--- src/rtl/ir_nec_receiver.sv ---
// NEC IR frame decoder for a demodulated, active-low receiver output.
// Level widths are measured in NEC units and checked against frame structure.
module ir_nec_receiver #(
  parameter int UNIT_CYCLES    = 28125,
  parameter bit CHECK_ADDR_INV = 1'b1,
  parameter bit CHECK_CMD_INV  = 1'b1
) (
  input  logic       clk,
  input  logic       reset,
  input  logic       ir_in,
  output logic [7:0] addr,
  output logic [7:0] cmd,
  output logic       valid,
  output logic       repeat_code,
  output logic       err
);

  localparam int PW = (UNIT_CYCLES > 1) ? $clog2(UNIT_CYCLES) : 1;
  localparam logic [PW-1:0] PRE_MAX = PW'(UNIT_CYCLES - 1);

  typedef enum logic [2:0] {
    IDLE, LEAD_MARK, LEAD_SPACE, BIT_MARK, BIT_SPACE, STOP_MARK, REP_STOP
  } state_t;

  state_t        state;
  logic          sync1, sync2, prev;
  logic [PW-1:0] pre;
  logic [4:0]    units;
  logic [4:0]    bit_cnt;
  logic [31:0]   shreg;

  logic       edge_det, fall, rise, wrap, timeout, inv_ok;
  logic [4:0] width;

  assign edge_det = sync2 ^ prev;
  assign fall     = edge_det & ~sync2;
  assign rise     = edge_det & sync2;
  assign wrap     = (pre == PRE_MAX);
  // The edge cycle itself may complete a unit, so fold a pending wrap in.
  assign width    = (wrap && units != 5'd31) ? units + 5'd1 : units;
  assign timeout  = (state != IDLE) && (units >= 5'd25);
  assign inv_ok   = (!CHECK_ADDR_INV || shreg[15:8]  == ~shreg[7:0]) &&
                    (!CHECK_CMD_INV  || shreg[31:24] == ~shreg[23:16]);

  always_ff @(posedge clk) begin
    if (reset) begin
      sync1       <= 1'b1;
      sync2       <= 1'b1;
      prev        <= 1'b1;
      pre         <= '0;
      units       <= '0;
      bit_cnt     <= '0;
      shreg       <= '0;
      state       <= IDLE;
      addr        <= '0;
      cmd         <= '0;
      valid       <= 1'b0;
      repeat_code <= 1'b0;
      err         <= 1'b0;
    end else begin
      sync1 <= ir_in;
      sync2 <= sync1;
      prev  <= sync2;

      if (edge_det) begin
        pre   <= '0;
        units <= '0;
      end else if (wrap) begin
        pre <= '0;
        if (units != 5'd31) units <= units + 5'd1;
      end else begin
        pre <= pre + PW'(1);
      end

      valid       <= 1'b0;
      repeat_code <= 1'b0;
      err         <= 1'b0;

      if (timeout) begin
        err   <= 1'b1;
        state <= IDLE;
      end else begin
        case (state)
          IDLE: if (fall) state <= LEAD_MARK;
          LEAD_MARK:
            if (rise) state <= (width >= 5'd12 && width <= 5'd20) ? LEAD_SPACE : IDLE;
          LEAD_SPACE:
            if (fall) begin
              if (width >= 5'd6 && width <= 5'd10) begin
                state   <= BIT_MARK;
                bit_cnt <= '0;
              end else if (width >= 5'd3 && width <= 5'd5) begin
                state <= REP_STOP;
              end else begin
                err   <= 1'b1;
                state <= IDLE;
              end
            end
          BIT_MARK:
            if (rise) begin
              if (width <= 5'd1) state <= BIT_SPACE;
              else begin
                err   <= 1'b1;
                state <= IDLE;
              end
            end
          BIT_SPACE:
            if (fall) begin
              if (width <= 5'd4) begin
                shreg <= {(width >= 5'd2), shreg[31:1]};
                if (bit_cnt == 5'd31) state <= STOP_MARK;
                else begin
                  bit_cnt <= bit_cnt + 5'd1;
                  state   <= BIT_MARK;
                end
              end else begin
                err   <= 1'b1;
                state <= IDLE;
              end
            end
          STOP_MARK:
            if (rise) begin
              state <= IDLE;
              if (width <= 5'd1 && inv_ok) begin
                addr  <= shreg[7:0];
                cmd   <= shreg[23:16];
                valid <= 1'b1;
              end else begin
                err <= 1'b1;
              end
            end
          REP_STOP:
            if (rise) begin
              state <= IDLE;
              if (width <= 5'd1) repeat_code <= 1'b1;
              else err <= 1'b1;
            end
          default: state <= IDLE;
        endcase
      end
    end
  end

endmodule
--- config.mk ---
export PLATFORM = sky130hd
export DESIGN_NAME = ir_nec_receiver
export DESIGN_NICKNAME = d
export VERILOG_FILES = /design/src/rtl/ir_nec_receiver.sv
export SDC_FILE = /design/constraint.sdc
export NUM_CORES = 1
export LEC_CHECK = 0
export CAP_MARGIN = 20
export CORE_UTILIZATION = 57
export DETAILED_ROUTE_END_ITERATION = 8
export GPL_ROUTABILITY_DRIVEN = 0
export GPL_TIMING_DRIVEN = 0
export PLACE_DENSITY = 0.81
export RECOVER_POWER = 100
export SLEW_MARGIN = 20
export SYNTH_ARGS = -nofsm -noshare
export SYNTH_HDL_FRONTEND = slang
export SYNTH_SLANG_ARGS = --single-unit
--- constraint.sdc ---
create_clock -name clk -period 3.4 [get_ports clk]
set_input_delay 0.51 -clock clk [delete_from_list [all_inputs] [get_ports clk]]
set_output_delay 0.51 -clock clk [all_outputs]
set_load 0.02 [all_outputs]
After elaboration in Yosys (flattened, before gate mapping)

Cells that the tools add are included.

Output and inout port bits: 19
Logic and storage cells: 111
Input bits: 3
Bits in registers: 82

Eq/ne operators: 20
Bitwise operators: 10
$add $sub $neg: 3
Muxes and demuxes: 33
Reductions and logical operators: 22
$lt $le $gt $ge: 10

Operator list:

| cell                  | number |
|---|---|
| $mux 3                | 11 |
| $mux 5                | 6 |
| $pmux 3 s6            | 1 |
| $eq 8x8->1            | 2 |
| $ne 2x2->1 const B    | 8 |
| $not 8->8             | 2 |
| $add 15x1->15 const B | 1 |
| $eq 15x15->1 const B  | 1 |
| $mux 1                | 12 |
| $add 5x1->5 const B   | 2 |
| $ge 5x2->1 const B    | 2 |
| $le 5x3->1 const B    | 2 |
| $pmux 5 s2            | 1 |
| $eq 3x3->1 const B    | 3 |
| $reduce_and 4->1      | 2 |
| $reduce_or 2->1       | 4 |
| $reduce_or 4->1       | 2 |
| $logic_and 1x1->1     | 7 |
| $reduce_and 7->1      | 1 |
| $eq 3x2->1 const B    | 2 |
| $reduce_and 6->1      | 1 |
| $eq 5x5->1 const B    | 1 |
| $ge 5x3->1 const B    | 1 |
| $ge 5x4->1 const B    | 1 |
| 17 further kinds      | 22 |

Longest topological paths before layout

Gate-level depths: netlist (run 1).

Word-level depth: 10
Mapped depth: 11
Mapped depth without buffers: 9

Worst setup path before layout (run 1)

Ideal clock, no wire load.

Path type: flip-flop to flip-flop
Start point: register units[1]
End point: register addr[3]
Setup slack: 534 ps
Data arrival time: 2,739 ps
Data required time: 3,272 ps
Library setup time: 128 ps
Path buffers: 2
Period minus slack after synthesis: 2,866 ps
Stages on the path, launching flop included: 12
Cell sequence: dfxtp_1 > ha_1 > and3_1 > ha_1 > or2_2 > nor2_1 > buf_4 > mux2i_1 > nand4_4 > buf_12 > mux2i_1 > nor2_1

Word-level cells in the longest chain between the ends: 6
Elaborated cells on any way between the ends: 10
Classes of those cells: add/sub: 1; order compare: 2; eq/ne: 1; mux: 1; bitwise: 1; reduce/logical: 4

RTL lines:

| element                                             | RTL line | text |
|---|---|---|
| start, declared                                     | 28       | `logic [4:0] units;` |
| start signal, assigned                              | 70       | `if (units != 5'd31) units <= units + 5'd1;` |
| branches (longest 5 deep; another with $add 5x1->5) | -        |  |
| $reduce_and 4->1 (no line) (*)                      | -        |  |
| end signal, assigned                                | 125      | `addr <= shreg[7:0];` |
| end, declared                                       | 11       | `output logic [7:0] addr,` |

Every way passes the cells marked *.
A chain may end at the register's enable or synchronous reset.

Worst setup path after layout (run 1)

Start point: register units[1]
End point: register cmd[5]

Word-level cells in the longest chain between the ends: 6
Elaborated cells on any way between the ends: 10
Classes of those cells: add/sub: 1; order compare: 2; eq/ne: 1; mux: 1; bitwise: 1; reduce/logical: 4

RTL lines:

| element                                             | RTL line | text |
|---|---|---|
| branches (longest 5 deep; another with $add 5x1->5) | -        |  |
| $reduce_and 4->1 (no line) (*)                      | -        |  |
| end signal, assigned                                | 126      | `cmd <= shreg[23:16];` |
| end, declared                                       | 12       | `output logic [7:0] cmd,` |

Marks and branches as above.

==> results of run 1 <==
## final cells by class
type	count	area share, %
timing repair buffer	20	4.446
clock inverter	6	1.584
tap	96	2.667
inverter	7	0.5835
buffer	23	3.223
sequential	82	36.45
clock buffer	10	3.056
multi-input combinational	352	47.99
## critical path: stages, from the launching register on
cell     delay [ps]
dfxtp_1         400
ha_1            270
and3_1          190
ha_1            200
or2_2           350
nor2_2          180
buf_4           230
mux2i_2         400
nand4_4         320
buf_12          270
mux2i_1         160
nor2_1           60
## cell usage in the layout (no fill, tap or decap), drive strengths merged, types with 8 or more instances in the layout
| master | n |
|---|---|
| clkbuf | 20 |
| or2 | 8 |
| xnor2 | 19 |
| xor2 | 17 |
| nand2b | 9 |
| ha | 9 |
| nor2 | 49 |
| mux2i | 23 |
| dlygate4sd3 | 19 |
| inv | 9 |
| nor3 | 9 |
| buf | 13 |
| and3 | 10 |
| a21oi | 40 |
| nand2 | 80 |
| nand3 | 12 |
| nand4 | 8 |
| dfxtp | 82 |
## logic make-up (layout without fill, tap and decap cells)
logic type / after synthesis / in the layout
muxes: 25 / 25
AOI/OAI and AO/OA: 74 / 74
and+or+nand+nor: 207 / 207
adders and majority gates: 10 / 10
DFF: 82 / 82
buffers and inverters: 30 / 66
xor gates and xnor gates: 36 / 36
## worst max-delay path by stage
stage | from | endpoint | slack [ps] | cells after the start
6_report | units[1]$_SDFFE_PP0N_ | cmd[5]$_SDFFE_PP0P_ | 260 | 11
3_3_place_gp | units[1]$_SDFFE_PP0N_ | cmd[0]$_SDFFE_PP0P_ | 120 | 11
2_1_floorplan | units[1]$_SDFFE_PP0N_ | addr[3]$_SDFFE_PP0P_ | 530 | 11
4_1_cts | units[1]$_SDFFE_PP0N_ | cmd[5]$_SDFFE_PP0P_ | 0.8 | 11
5_1_grt | units[1]$_SDFFE_PP0N_ | shreg[27]$_SDFFE_PP0P_ | 60 | 11
3_5_place_dp | units[1]$_SDFFE_PP0N_ | cmd[5]$_SDFFE_PP0P_ | 20 | 11
## routing by layer
| layer | GRT usage, % | part of all wire, % |
|---|---|---|
| met5 | 0 | 0 |
| met2 | 38.04 | 48 |
| met4 | 10.30 | 1.5 |
| met3 | 3.850 | 4.1 |
| met1 | 31.05 | 47 |
## power breakdown
part | total, mW | internal (mW) | switching [mW]
combinational | 0.0745 | 0.0247 | 0.0498
clock | 0.735 | 0.366 | 0.369
sequential | 0.972 | 0.966 | 0.00617
## flip-flops by register name (all words and copies together), names as in the netlist, 3 cells and up
register	count
addr	8
cmd	8
bit_cnt	5
pre	15
state	3
shreg	32
units	5
## timing repair
| action | in CTS | in global routing |
|---|---|---|
| endpoints found under the setup margin | 0 | 10 |
| endpoints found under the hold margin | 0 | 0 |
| resized for setup | 0 | 2 |
==> reports/qor.txt, run 1 <==
Max Slew Vio Count: 0
Slew Limit Headroom: 58.23%
post-CTS setup buffer count: 0
xor-xnor portion of the synthesized cell area: 7.880%
Final setup violation count: 0
clk_lat worst skew: 350 ps
post-synthesis mux area share: 6.316%
fillers: 579
post-synthesis simple-gate area fraction: 25.48%
number of enable flip-flop cells after synthesis: 0
area fraction in compound gates after synthesis: 11.85%
setup TNS: 0 ps
CP Launch Type: flip-flop
I/O Buffers: 20
Fmax: 318.6 MHz
Clock Pin Slew Worst Setup and Hold Paths: 90 ps
die width: 85.79 um
CP endpoint kind: flip-flop
post-DR wirelength/cell: 13.59 um
Post-synth top cells: dfxtp_1, nand2_1, nor2_1
Lkg Pwr: 1.801 nW
Post-Place Cells: 580
Sink Count: 82
Final Util: 66.28%
Layout Cells excl Fill: 596
Syn Std Cell Area: 4001 um2
Synth area leaders: dfxtp_1, nand2_1, mux2i_1
layout cell share with drive strength beyond 1: 9.400%
worst hold margin: 420.9 ps
leading area contributor after synthesis: dfxtp_1
reg2reg start: units[1]$_SDFFE_PP0N_
Starting Density: 58.90%
TritonCTS Buffers: 9
Final ANT Viol Nets: 0
DR iter-0 viols: 207
detailed-route DRC error count: 0
minimum clock period: 3139 ps
Crit Path Class: reg -> reg
Rows: 30
DR vias/cell: 5.569
Remaining Overflow, GRT: 0
Hold Path Sink: sync2$_SDFF_PP1_
register area: 1642 um2
multi-input logic area: 2161 um2
Area Overhead vs Synth: 12.54%
ANT cells: 0
Final period util: 92.32%
flop-to-flop setup slack: 260 ps
post-route worst setup slack: 261.2 ps
status: finished, final reports clean
clk_skew: 12.51 ps
Finished Cell Area: 4503 um2
post-detail-place hpwl: 5913 um
peak supply drop: 0.0002320 V
maxcap violations: 0
Seq/Total Area, Yosys: 41.03%
Ports: 22
r2r worst-path depth: 11
largest family of logic cells by synthesized area: simple AND/OR/NAND/NOR gates
DRT Pass-1 Iters: 5
Hold Path Cell Cnt: 1
maximum buffer depth of the clock tree: 2
total core area: 6794 um2
NumNets Final: 507
Die H: 85.79 um
first-pass GRT wire length: 13700 um
GRT Util Overall: 23.50%
most frequent cell after synthesis: dfxtp_1
vias in the first global route: 3025
worst hold path startpoint: sync1$_SDFF_PP1_
Yosys cell types: 59
Yosys warnings: 0
Final Hold Viols: 0
Critical Path RT: 3630 ps
Placed Area: 4322 um2
CP arrival: 3370 ps
Die Area: 7359 um2
Post-Syn Area per Cell: 8.624 um2
fraction of registers with async set/reset: 0%
area share of the largest cell type after synthesis: 41.03%
vias: 3319
root buffer selected by CTS: clkbuf_8
CTS H-tree depth: 3
total power: 1.781 mW
r2r endpoint: cmd[5]$_SDFFE_PP0P_
Most used DFF post-synth: dfxtp_1
initial antenna violation count: 0
CTS Hold Bufs: 0
worst slew pin tran: 622.8 ps
syn nets: 476
Hold WC Path Type: reg -> reg
PwrDens: 395.5 nW/um2
CTS tree: yes
#FFs+latches synth: 82
Worst Path Max Fanout: 10
largest net degree at the start of global routing: 16
DRT Wirelength: 8098 um
Synth Instances: 464
RSZ-0062 raised after global routing: no
pre-CTS setup slack: 17.04 ps
post-synthesis share of cell area spent on full adders, half adders and majority gates: 3.064%
Note: power is estimated with default switching activity, not from simulation.
==> run 2, diff against run 1 <==
Settings changed: PLACE_DENSITY 0.81 to unset, PLACE_DENSITY_LB_ADDON set to 0.1.
==> reports/qor.txt, run 2 (synthesized netlist as in run 1, its figures left out) <==
DR iter-0 viols: 207
Fmax: 310.9 MHz
Post-Place Cells: 580
minimum clock period: 3216 ps
initial antenna violation count: 0
Clock Pin Slew Worst Setup and Hold Paths: 90 ps
commonest non-fill, non-tap cells in the layout: dfxtp_1, nand2_1, nor2_1, a21oi_1, mux2i_1
post-detail-place hpwl: 6006 um
largest net degree at the start of global routing: 16
Slew Limit Headroom: 58.58%
Sink Count: 82
DRT Pass-1 Iters: 5
CTS H-tree depth: 3
Area Overhead vs Synth: 13.35%
Layout Cells excl Fill: 596
setup TNS: 0 ps
clk_skew: 10.66 ps
Die Area: 7359 um2
Critical Path RT: 3630 ps
pre-CTS setup slack: 88.75 ps
top flop regs: shreg: 32 flops, pre: 15 flops
Hold WC Path Type: reg -> reg
vias: 3328
CTS Hold Bufs: 0
Final ANT Viol Nets: 0
DRT Wirelength: 8394 um
Starting Density: 58.90%
maximum buffer depth of the clock tree: 2
Final setup violation count: 0
post-CTS setup buffer count: 0
RSZ-0062 raised after global routing: no
die width: 85.79 um
DR vias/cell: 5.584
Worst Path Max Fanout: 10
NumNets Final: 507
CTS tree: yes
layout cell share with drive strength beyond 1: 9.600%
I/O Buffers: 20
Crit Path Class: reg -> reg
TritonCTS Buffers: 9
PwrDens: 423.6 nW/um2
flop-to-flop setup slack: 180 ps
Rows: 30
max FFs per register: 32
CP endpoint kind: flip-flop
CP Launch Type: flip-flop
GRT Util Overall: 24.57%
clk_lat worst skew: 350 ps
maxcap violations: 0
CP arrival: 3450 ps
vias in the first global route: 2999
Lkg Pwr: 1.826 nW
detailed-route DRC error count: 0
post-route worst setup slack: 183.7 ps
Die H: 85.79 um
worst slew pin tran: 616.5 ps
status: finished, final reports clean
Final Hold Viols: 0
worst hold margin: 422.7 ps
Ports: 22
peak supply drop: 0.0003233 V
commonest non-fill, non-tap cell in the layout: dfxtp_1
Final period util: 94.60%
Max Slew Vio Count: 0
Remaining Overflow, GRT: 0
total core area: 6794 um2
post-DR wirelength/cell: 14.08 um
root buffer selected by CTS: clkbuf_8
Top reg by flops: shreg
first-pass GRT wire length: 14310 um
ANT cells: 0
run 2: cell types whose count changed in the layout (fill, tap and decap cells not counted), sizes merged:
| cell | before | now |
|---|---|---|
| bufinv | 1 | 3 |
| clkinvlp | 2 | 0 |
| buf | 13 | 10 |
| clkinv | 1 | 2 |
| clkbuf | 20 | 22 |
run 2: stage by stage:
step,util [%],cell area (um2),power [mW]
finish,66.76,4536,1.921
CTS,67.26,4569,1.929
global route,66.76,4536,1.983
global placement,63.61,4322,1.066
floorplan,-,4001,1.049
detailed placement,63.61,4322,1.069
run 2: path summary, 6_finish.rpt:
check | start | end | depth (start not counted)
setup / recovery | units[1]$_SDFFE_PP0N_ | cmd[1]$_SDFFE_PP0P_ | 11
hold / removal | sync1$_SDFF_PP1_ | sync2$_SDFF_PP1_ | 1
setup reg to reg | units[1]$_SDFFE_PP0N_ | cmd[1]$_SDFFE_PP0P_ | 11
hold reg to reg | sync1$_SDFF_PP1_ | sync2$_SDFF_PP1_ | 1
run 2: layout make-up:
type / instances / area [um2]
Fill cell: 546 / 2258
Timing Repair Buffer: 20 / 200.2
Inverter: 7 / 26.28
Clock buffer: 9 / 123.9
Multi-Input combinational cell: 352 / 2173
Tap cell: 96 / 120.1
Buffer: 23 / 126.4
Sequential cell: 82 / 1642
Clock inverter: 7 / 123.9
run 2: critical path, cell delays in order (launching register included):
cell and delay, ps:
dfxtp_1 400, ha_1 260, and3_1 200, ha_1 180
or2_2 350, nor2_1 290, buf_4 260, mux2i_2 370
nand4_4 300, buf_12 250, mux2i_1 160, nor2_1 60
run 2: per-layer routing:
layer	GRT usage, %	part of all wire [%]	vias up
met5	0	0	-
met1	36.06	50	1580
met2	37.09	45	83
met3	4.331	4.4	10
met4	6.970	0.88	0
li1	-	-	1655
run 2: report_power, final:
part           leakage (nW)  switching [mW]  internal, mW  total [mW]
registers             0.661         0.00607         0.966       0.972
clock network         0.126           0.379         0.496       0.874
logic                  1.04          0.0504        0.0247      0.0751
run 2: repair_timing:
item	in CTS	in global routing
hold endpoints to repair	0	0
endpoints found under the setup margin	0	10
gates resized for setup	0	1
==> run 3, diff against run 2 <==
Settings changed: ABC_CLOCK_PERIOD_IN_PS set to 3400, CORE_MARGIN set to 5, DONT_BUFFER_PORTS set to 1.
==> reports/qor.txt, run 3 (synthesized netlist as in run 1, its figures left out) <==
status: finished, final reports clean
TritonCTS Buffers: 9
Fmax: 320.9 MHz
worst slew pin tran: 561.6 ps
Net Sw Power: 439.1 uW
Top reg by flops: shreg
commonest non-fill, non-tap cells in the layout: dfxtp_1, nand2_1, nor2_1, a21oi_1, mux2i_1
peak supply drop: 0.0002892 V
DR iter-0 viols: 222
register area: 1642 um2
vias in the first global route: 2985
multi-input logic area: 2170 um2
Final period util: 91.65%
Post-CTS Resized: 0
DR vias/cell: 5.526
Worst Path Max Fanout: 10
CP Launch Type: flip-flop
Lkg Pwr: 1.668 nW
post-DR wirelength/cell: 14.67 um
RSZ-0062 raised after global routing: no
minimum clock period: 3116 ps
Clock Pin Slew Worst Setup and Hold Paths: 100 ps
root buffer selected by CTS: clkbuf_8
DRT Wirelength: 8452 um
reg2reg start: units[1]$_SDFFE_PP0N_
commonest non-fill, non-tap cell in the layout: dfxtp_1
CP arrival: 3350 ps
GRT Util Overall: 20.70%
first-pass GRT wire length: 14430 um
CTS Hold Bufs: 0
Die H: 93.79 um
Crit Path Class: reg -> reg
Slew Limit Headroom: 62.27%
Final setup violation count: 0
GR peak layer: met2
worst hold path startpoint: ir_in
Final Hold Viols: 0
Global Route met3 Usage: 5.208%
Max Slew Vio Count: 0
PwrDens: 416.3 nW/um2
Final ANT Viol Nets: 0
fillers: 617
CTS tree: yes
Switching Fraction: 24.45%
maximum buffer depth of the clock tree: 2
clk_lat worst skew: 360 ps
Hold WC Path Type: in -> reg
crit path from: units[1]$_SDFFE_PP0N_
post-detail-place hpwl: 5952 um
top flop regs: shreg: 32 flops, pre: 15 flops
Die Area: 8796 um2
die width: 93.79 um
clock group share of total power: 41.8%
pre-CTS setup slack: 98.66 ps
cell internal pwr: 1.356 mW
worst hold margin: 253.4 ps
CP endpoint kind: flip-flop
ANT cells: 0
Starting Density: 58.57%
Ports: 22
total power: 1.795 mW
CTS H-tree depth: 3
setup TNS: 0 ps
layout cell share with drive strength beyond 1: 9.792%
Remaining Overflow, GRT: 0
maxcap violations: 0
Sink Count: 82
post-route worst setup slack: 284.1 ps
NumNets Final: 487
met1 global-route usage: 29.53%
max FFs per register: 32
initial antenna violation count: 0
detailed-route DRC error count: 0
combinational share of power: 4.1%
clk_skew: 15.53 ps
Final Util: 63.13%
I/O Buffers: 0
Area Overhead vs Synth: 7.786%
Seq pwr share: 54.1%
Critical Path RT: 3630 ps
Rows: 30
vias: 3183
met2 GRT Util: 29.86%
total core area: 6832 um2
largest net degree at the start of global routing: 16
DRT Pass-1 Iters: 5
post-CTS setup buffer count: 0
run 3: cell count changes in the layout (fill, tap and decap cells not counted), sizes merged:
cell | before | now
dlygate4sd3 | 19 | 0
clkinvlp | 0 | 3
bufinv | 3 | 1
clkinv | 2 | 0
buf | 10 | 11
clkdlybuf4s50 | 1 | 0
run 3: routing by layer:
metal,vias up,part of all wire [%]
li1,1617,-
met1,1452,50
met2,98,42
met4,0,2.1
met3,16,5.9
met5,-,0
run 3: area by class of cell:
class                           count  share of cell area, %
Clock buffer                       10                  3.191
Sequential cell                    82                  38.06
Clock inverter                      6                  1.683
Multi-Input combinational cell    352                  50.30
Buffer                             23                  3.365
Tap cell                           96                  2.785
Inverter                            7                 0.6092
run 3: metrics by stage:
step | instances | area [um2]
6_report | 576 | 4313
5_1_grt | 576 | 4313
3_5_place_dp | 560 | 4121
4_1_cts | 576 | 4332
3_3_place_gp | 560 | 4121
2_1_floorplan | 464 | 4001
run 3: final timing paths:
kind	cells after the start	slack [ps]	endpoint
setup reg to reg	11	280	addr[3]$_SDFFE_PP0P_
hold / removal	1	250	sync1$_SDFF_PP1_
setup / recovery	11	280	addr[3]$_SDFFE_PP0P_
hold reg to reg	1	410	sync2$_SDFF_PP1_
run 3: power groups by stage:
| stage | clock network [mW] | logic (mW) | registers (mW) |
|---|---|---|---|
| floorplan | 0 | 0.0562 | 0.993 |
| global placement | 0 | 0.0709 | 0.994 |
| detailed placement | 0 | 0.0719 | 0.994 |
| CTS | 0.757 | 0.0725 | 0.972 |
| global route | 0.811 | 0.0839 | 0.973 |
| finish | 0.750 | 0.0734 | 0.972 |
run 3: worst max-delay path, stage by stage (launching register included):
cell and delay, ps:
dfxtp_1 400, ha_1 260, and3_1 200, ha_1 190
or2_2 350, nor2_2 210, buf_4 240, mux2i_2 360
nand4_4 300, buf_12 250, mux2i_1 150, nor2_1 50
